<file path="src/rtl/pipe_stage_reg_if.sv">
// Valid/ready handshake bundle carrying one WIDTH-bit payload between pipeline stages.
interface pipe_stage_reg_if #(
    parameter int unsigned WIDTH = 32
) ();

    logic             valid;
    logic             ready;
    logic [WIDTH-1:0] data;

    // Producer side: offers valid/data, observes ready.
    modport master (
        output valid,
        output data,
        input  ready
    );

    // Consumer side: observes valid/data, returns ready.
    modport slave (
        input  valid,
        input  data,
        output ready
    );

endinterface

</file>
<file path="src/rtl/pipe_stage_reg.sv">
// Elastic pipeline-stage register: strict FIFO of up to two entries (SKID=1) or one
// entry (SKID=0), with hazard stall/flush controls and a saturating back-pressure counter.
module pipe_stage_reg #(
    parameter int unsigned      WIDTH      = 32,
    parameter int unsigned      SKID       = 1,
    parameter logic [WIDTH-1:0] BUBBLE_VAL = '0,
    parameter int unsigned      CNT_W      = 16
) (
    input  logic                 clk,
    input  logic                 rst,
    pipe_stage_reg_if.slave      up,
    pipe_stage_reg_if.master     dn,
    input  logic                 stall,
    input  logic                 flush,
    output logic [1:0]           occupancy,
    output logic [CNT_W-1:0]     hold_cycles
);

    localparam logic [CNT_W-1:0] HOLD_MAX = '1;

    typedef enum logic [1:0] {
        ST_EMPTY = 2'd0,
        ST_ONE   = 2'd1,
        ST_TWO   = 2'd2
    } state_e;

    state_e           state_q, state_d;
    logic [WIDTH-1:0] main_q, main_d;
    logic [WIDTH-1:0] skid_q, skid_d;
    logic [WIDTH-1:0] out_data_q, out_data_d;
    logic             out_valid_q, out_valid_d;
    logic             in_ready_q, in_ready_d;
    logic [CNT_W-1:0] hold_q, hold_d;

    logic             drain_c;
    logic             accept_c;
    logic             in_ready_c;

    // Handshake qualifiers; stall masks the downstream ready.
    always_comb begin
        drain_c = out_valid_q & dn.ready & ~stall;
        if (SKID != 0) begin
            // Registered decode: no path from in_valid, out_ready or stall.
            in_ready_c = in_ready_q;
        end else begin
            // Single entry can refill only in the cycle it is drained.
            in_ready_c = ~out_valid_q | drain_c;
        end
        accept_c = up.valid & in_ready_c;
    end

    // Next-state and entry movement; flush empties the stage and drops any input.
    always_comb begin
        state_d = state_q;
        main_d  = main_q;
        skid_d  = skid_q;
        if (flush) begin
            state_d = ST_EMPTY;
        end else begin
            case (state_q)
                ST_EMPTY: begin
                    if (accept_c) begin
                        state_d = ST_ONE;
                        main_d  = up.data;
                    end
                end
                ST_ONE: begin
                    if (accept_c && drain_c) begin
                        main_d = up.data;
                    end else if (accept_c && (SKID != 0)) begin
                        // Back-pressure just appeared: park the new word behind main.
                        state_d = ST_TWO;
                        skid_d  = up.data;
                    end else if (drain_c) begin
                        state_d = ST_EMPTY;
                    end
                end
                ST_TWO: begin
                    if (drain_c) begin
                        state_d = ST_ONE;
                        main_d  = skid_q;
                    end
                end
                default: begin
                    state_d = ST_EMPTY;
                end
            endcase
        end
    end

    // Registered output decode from the next state; empty stage presents the bubble.
    always_comb begin
        out_valid_d = (state_d != ST_EMPTY);
        out_data_d  = (state_d == ST_EMPTY) ? BUBBLE_VAL : main_d;
        in_ready_d  = (state_d != ST_TWO);
    end

    // Saturating count of cycles where a valid output is not taken; flush cycles excluded.
    always_comb begin
        hold_d = hold_q;
        if (out_valid_q && !drain_c && !flush && (hold_q != HOLD_MAX)) begin
            hold_d = hold_q + CNT_W'(1);
        end
    end

    // State and payload registers with synchronous reset.
    always_ff @(posedge clk) begin
        if (rst) begin
            state_q     <= ST_EMPTY;
            main_q      <= '0;
            skid_q      <= '0;
            out_data_q  <= BUBBLE_VAL;
            out_valid_q <= 1'b0;
            in_ready_q  <= 1'b1;
            hold_q      <= '0;
        end else begin
            state_q     <= state_d;
            main_q      <= main_d;
            skid_q      <= skid_d;
            out_data_q  <= out_data_d;
            out_valid_q <= out_valid_d;
            in_ready_q  <= in_ready_d;
            hold_q      <= hold_d;
        end
    end

    // Structural invariants of the entry bookkeeping.
    always_ff @(posedge clk) begin
        if (!rst) begin
            assert (state_q != 2'd3);
            assert ((SKID != 0) || (state_q != ST_TWO));
            assert (out_valid_q == (state_q != ST_EMPTY));
            assert ((SKID == 0) || (in_ready_q == (state_q != ST_TWO)));
        end
    end

    assign up.ready    = in_ready_c;
    assign dn.valid    = out_valid_q;
    assign dn.data     = out_data_q;
    assign occupancy   = 2'(state_q);
    assign hold_cycles = hold_q;

endmodule

</file>
<file path="src/flat_wrapper.sv">
// flat-port wrapper written by rule: the top's interface ports become plain ports
module pipe_stage_reg_flat 
#(
    parameter int unsigned      WIDTH      = 32,
    parameter int unsigned      SKID       = 1,
    parameter logic [WIDTH-1:0] BUBBLE_VAL = '0,
    parameter int unsigned      CNT_W      = 16
)
  (clk, rst, stall, flush, occupancy, hold_cycles, up_valid, up_data, up_ready, dn_valid, dn_data, dn_ready);
  pipe_stage_reg_if #(.WIDTH(WIDTH)) up_i ();
  pipe_stage_reg_if #(.WIDTH(WIDTH)) dn_i ();
  input  logic clk;
  input  logic rst;
  input  logic stall;
  input  logic flush;
  output logic [1:0] occupancy;
  output logic [CNT_W-1:0] hold_cycles;
  input wire logic [$bits(up_i.valid)-1:0] up_valid;
  input wire logic [$bits(up_i.data)-1:0] up_data;
  output wire logic [$bits(up_i.ready)-1:0] up_ready;
  output wire logic [$bits(dn_i.valid)-1:0] dn_valid;
  output wire logic [$bits(dn_i.data)-1:0] dn_data;
  input wire logic [$bits(dn_i.ready)-1:0] dn_ready;
  assign up_i.valid = up_valid;
  assign up_i.data = up_data;
  assign up_ready = up_i.ready;
  assign dn_valid = dn_i.valid;
  assign dn_data = dn_i.data;
  assign dn_i.ready = dn_ready;
  pipe_stage_reg #(.WIDTH(WIDTH), .SKID(SKID), .BUBBLE_VAL(BUBBLE_VAL), .CNT_W(CNT_W)) u_core (.clk(clk), .rst(rst), .up(up_i), .dn(dn_i), .stall(stall), .flush(flush), .occupancy(occupancy), .hold_cycles(hold_cycles));
endmodule
</file>
<file path="config.mk">
export PLATFORM = sky130hd
export DESIGN_NAME = pipe_stage_reg_flat
export DESIGN_NICKNAME = d
export VERILOG_FILES = /design/src/rtl/pipe_stage_reg_if.sv /design/src/rtl/pipe_stage_reg.sv /design/src/flat_wrapper.sv
export SDC_FILE = /design/constraint.sdc
export NUM_CORES = 1
export LEC_CHECK = 0
export BUFFER_PORTS_ARGS = -buffer_cell sky130_fd_sc_hd__buf_2
export CAP_MARGIN = 25
export CORE_UTILIZATION = 40
export DETAILED_ROUTE_END_ITERATION = 8
export PLACE_DENSITY = 0.69
export SYNTH_ARGS = -nofsm -noshare
export SYNTH_HDL_FRONTEND = slang
export SYNTH_SLANG_ARGS = --single-unit
</file>
<file path="constraint.sdc">
create_clock -name clk -period 2.9 [get_ports clk]
set_input_delay 0.145 -clock clk [delete_from_list [all_inputs] [get_ports clk]]
set_output_delay 0.145 -clock clk [all_outputs]
set_load 0.01 [all_outputs]
</file>
==> flow_metrics.env <==
export IMPL_place_area_mm2=0.006085
export IMPL_slew_viol_final=0
export IMPL_ir_drop_uv=382.4
export IMPL_n_antenna_cell=0
export IMPL_hold_viol=0
export IMPL_p_seq_share_pct=39.8
export IMPL_synth_flop_cell="dfxtp_1"
export IMPL_async_flop_share_pct=0
export IMPL_area_growth_pct=23.60
export IMPL_cp_end_kind="flip-flop"
export IMPL_portBuffers=89
export IMPL_setup_tns_ps=0
export IMPL_grt_usage_pct=22.33
export IMPL_p_leak_nw=2.836
export IMPL_initial_core_util_pct=41.62
export IMPL_cts_root_buffer="clkbuf_16"
export IMPL_cts_num_sinks=116
export IMPL_ios=90
export IMPL_final_cell_area_mm2=0.006920
export IMPL_yosysSeqAreaShare_pct=41.47
export IMPL_syn_avg_cell_area_um2=8.831
export IMPL_yosys_warnings=0
export IMPL_detail_route_antenna_nets=0
export IMPL_synth_edf_count=0
export IMPL_clk_path_buf_depth=2
export IMPL_dieArea_mm2=0.01447
export IMPL_grt_remaining_overflow=0
export IMPL_wl_per_cell_um=17.40
export IMPL_worst_setup_path_type="flip-flop to flip-flop"
export IMPL_core_mm2=0.01345
export IMPL_hold_ws_ps=12.23
export IMPL_sw_frac_of_total_pct=24.64
export IMPL_min_period_over_period_pct=74.40
export IMPL_dp_hpwl_um=9627
export IMPL_worstSkewPairLatency_ps=420
export IMPL_power_switching_w=0.001047
export IMPL_grt_pass1_vias=5216
export IMPL_grt_pass1_wl_um=25480
export IMPL_ys_seq_elements=116
export IMPL_num_vias=5326
export IMPL_synth_area_leaders="dfxtp_1 41%, mux2i_1 10%, a21oi_1 6.1%, o221a_2 4.8%, nand2_1 4.5%"
export IMPL_internal_power_w=0.003203
export IMPL_max_freq_mhz=463.5
export IMPL_antenna_found_initial=0
export IMPL_hp_class="primary input to flip-flop"
export IMPL_post_cts_buffers=0
export IMPL_clkTransAtPathRegs_ps=60
export IMPL_htree_num_levels=4
export IMPL_synth_cell_types=46
export IMPL_path_cells="nand2b_1, buf_4, nor3b_4, a22oi_1, o22ai_1"
export IMPL_synthesis_nets=673
export IMPL_avgViaCountPerCell=5.853
export IMPL_syn_inst=634
export IMPL_grt_max_degree=93
export IMPL_crit_fanout=16
export IMPL_total_power_w=0.004251
export IMPL_cts_tree="done"
export IMPL_synth_common_cells="116 x dfxtp_1, 68 x a21oi_1, 67 x nand2_1"
export IMPL_die_x_um=120.3
export IMPL_clkPwrFrac_pct=50.2
export IMPL_rows=42
export IMPL_drive_gt1_share_pct=23.98
export IMPL_critical_path_buf_inv_count=1
export IMPL_power_combinational_fraction_pct=9.9
export IMPL_synth_most_common_cell="dfxtp_1"
export IMPL_finalSetupViolations=0
export IMPL_min_period_ps=2158
export IMPL_fp_dieH_um=120.3
export IMPL_max_slew_margin_rel_pct=33.77
export IMPL_num_nets_final=760
export IMPL_first_iter_violations=430
export IMPL_fill_cells=1255
export IMPL_rsz0062_at_grt="no"
export IMPL_drtPass1Iterations=5
export IMPL_worst_path_max_delay_cell="dfxtp_1"
export IMPL_tightestPinTransition_ps=993.5
export IMPL_start_kind="flip-flop"
export IMPL_drc=0
export IMPL_synth_top_area_share_pct=41.47
export IMPL_power_density_mw_per_mm2=614.2
export IMPL_r2r_slack_ps=740
export IMPL_skew_ps=7.322
export IMPL_cp_required_ps=3230
export IMPL_maxCapViolCount=0
export IMPL_arrival_ps=2480
export IMPL_gp_congestion=0.7856
export IMPL_critical_path_top_delay_family="simple AND/OR/NAND/NOR gates"
export IMPL_synth_top_area_cell="dfxtp_1"
export IMPL_syn_cell_area_mm2=0.005599
export IMPL_cts_inserted_buffers=17
export IMPL_wirelength_um=15830
export IMPL_outcome="finished, final reports clean"
export IMPL_slowest_delay_ps=490
==> cells by family (layout without fill, tap and decap cells) <==
group | count (synthesis) | in the layout | share of synthesized area [%]
AND/OR/NAND/NOR | 184 | 184 | 16.13
flip-flops | 116 | 116 | 41.47
multiplexers | 65 | 65 | 11.80
buffers and inverters | 62 | 162 | 5.631
AO/OA/AOI/OAI | 206 | 206 | 24.74
adder cells (fa/ha/maj) | 1 | 1 | 0.2234
==> per-stage QoR <==
| step | util (%) | setup slack [ps] | instances |
|---|---|---|---|
| global route | 51.44 | 617.8 | 910 |
| finish | 51.44 | 742.3 | 910 |
| detailed placement | 45.23 | 782.8 | 855 |
| global placement | 45.23 | 830.8 | 855 |
| floorplan | - | 1100 | 634 |
| CTS | 51.33 | 769.4 | 909 |
==> layout make-up <==
| cell class | count | area, µm² | area share [%] |
|---|---|---|---|
| multi-input cells | 456 | 2973 | 42.96 |
| flip-flops and latches | 116 | 2322 | 33.56 |
| repair buffers | 127 | 793.3 | 11.46 |
| clock buffers | 19 | 442.9 | 6.400 |
| well taps | 176 | 220.2 | 3.182 |
| clock inverters | 13 | 157.7 | 2.278 |
| inverters | 3 | 11.26 | 0.1627 |
==> power groups by stage <==
stage / logic [W] / clock network (W) / registers (W)
global placement: 0.000373 / 0 / 0.00172
global route: 0.000457 / 0.00224 / 0.00170
finish: 0.000422 / 0.00213 / 0.00169
detailed placement: 0.000391 / 0 / 0.00173
CTS: 0.000416 / 0.00216 / 0.00169
floorplan: 0.000257 / 0 / 0.00173
==> repair_timing <==
action                                  CTS  global route
hold buffers                             22             0
gates resized for setup                   0             0
endpoints found under the hold margin    22             0
endpoints found under the setup margin    0             0
==> layout by cell type (no fill, tap or decap), drive strengths merged, types with 5 or more instances in the layout <==
cell type / count
a211oi: 28
a21o: 24
a21oi: 68
a22oi: 8
and3: 6
buf: 105
clkbuf: 19
clkinv: 5
dfxtp: 116
dlygate4sd3: 22
mux2: 8
mux2i: 57
nand2: 68
nand2b: 5
nand3: 33
nor2: 35
nor2b: 10
o21ai: 25
o221a: 24
o22ai: 16
==> registers in the layout, indices dropped and copies added (netlist names) <==
register and count:
u_core.dn.data 32, u_core.main_q 32, u_core.hold_cycles 16, u_core.dn.valid 1
u_core.up.ready 1, u_core.skid_q 32, u_core.occupancy 2
==> worst register-to-register path, delay by kind of cell (launching register included) <==
kind | cells | cell delay (ps)
AOI/OAI and AO/OA | 2 | 390
buffers and inverters | 1 | 380
DFF | 1 | 490
and+or+nand+nor | 2 | 820
==> final timing paths <==
path,start,end,cells after the start
setup / recovery,u_core.occupancy[1],u_core.main_q[22],5
hold / removal,up_data[25],u_core.skid_q[25],3
setup reg to reg,u_core.occupancy[1],u_core.main_q[22],5
hold reg to reg,u_core.skid_q[12],u_core.skid_q[12],2
==> layer usage <==
layer | share of wire [%] | GRT usage, %
met1 | 44 | 27.58
met2 | 48 | 36.46
met3 | 6.3 | 5.613
met4 | 2.2 | 10.26
met5 | 0 | 0
No activity file was read; power rests on OpenSTA's default activity.
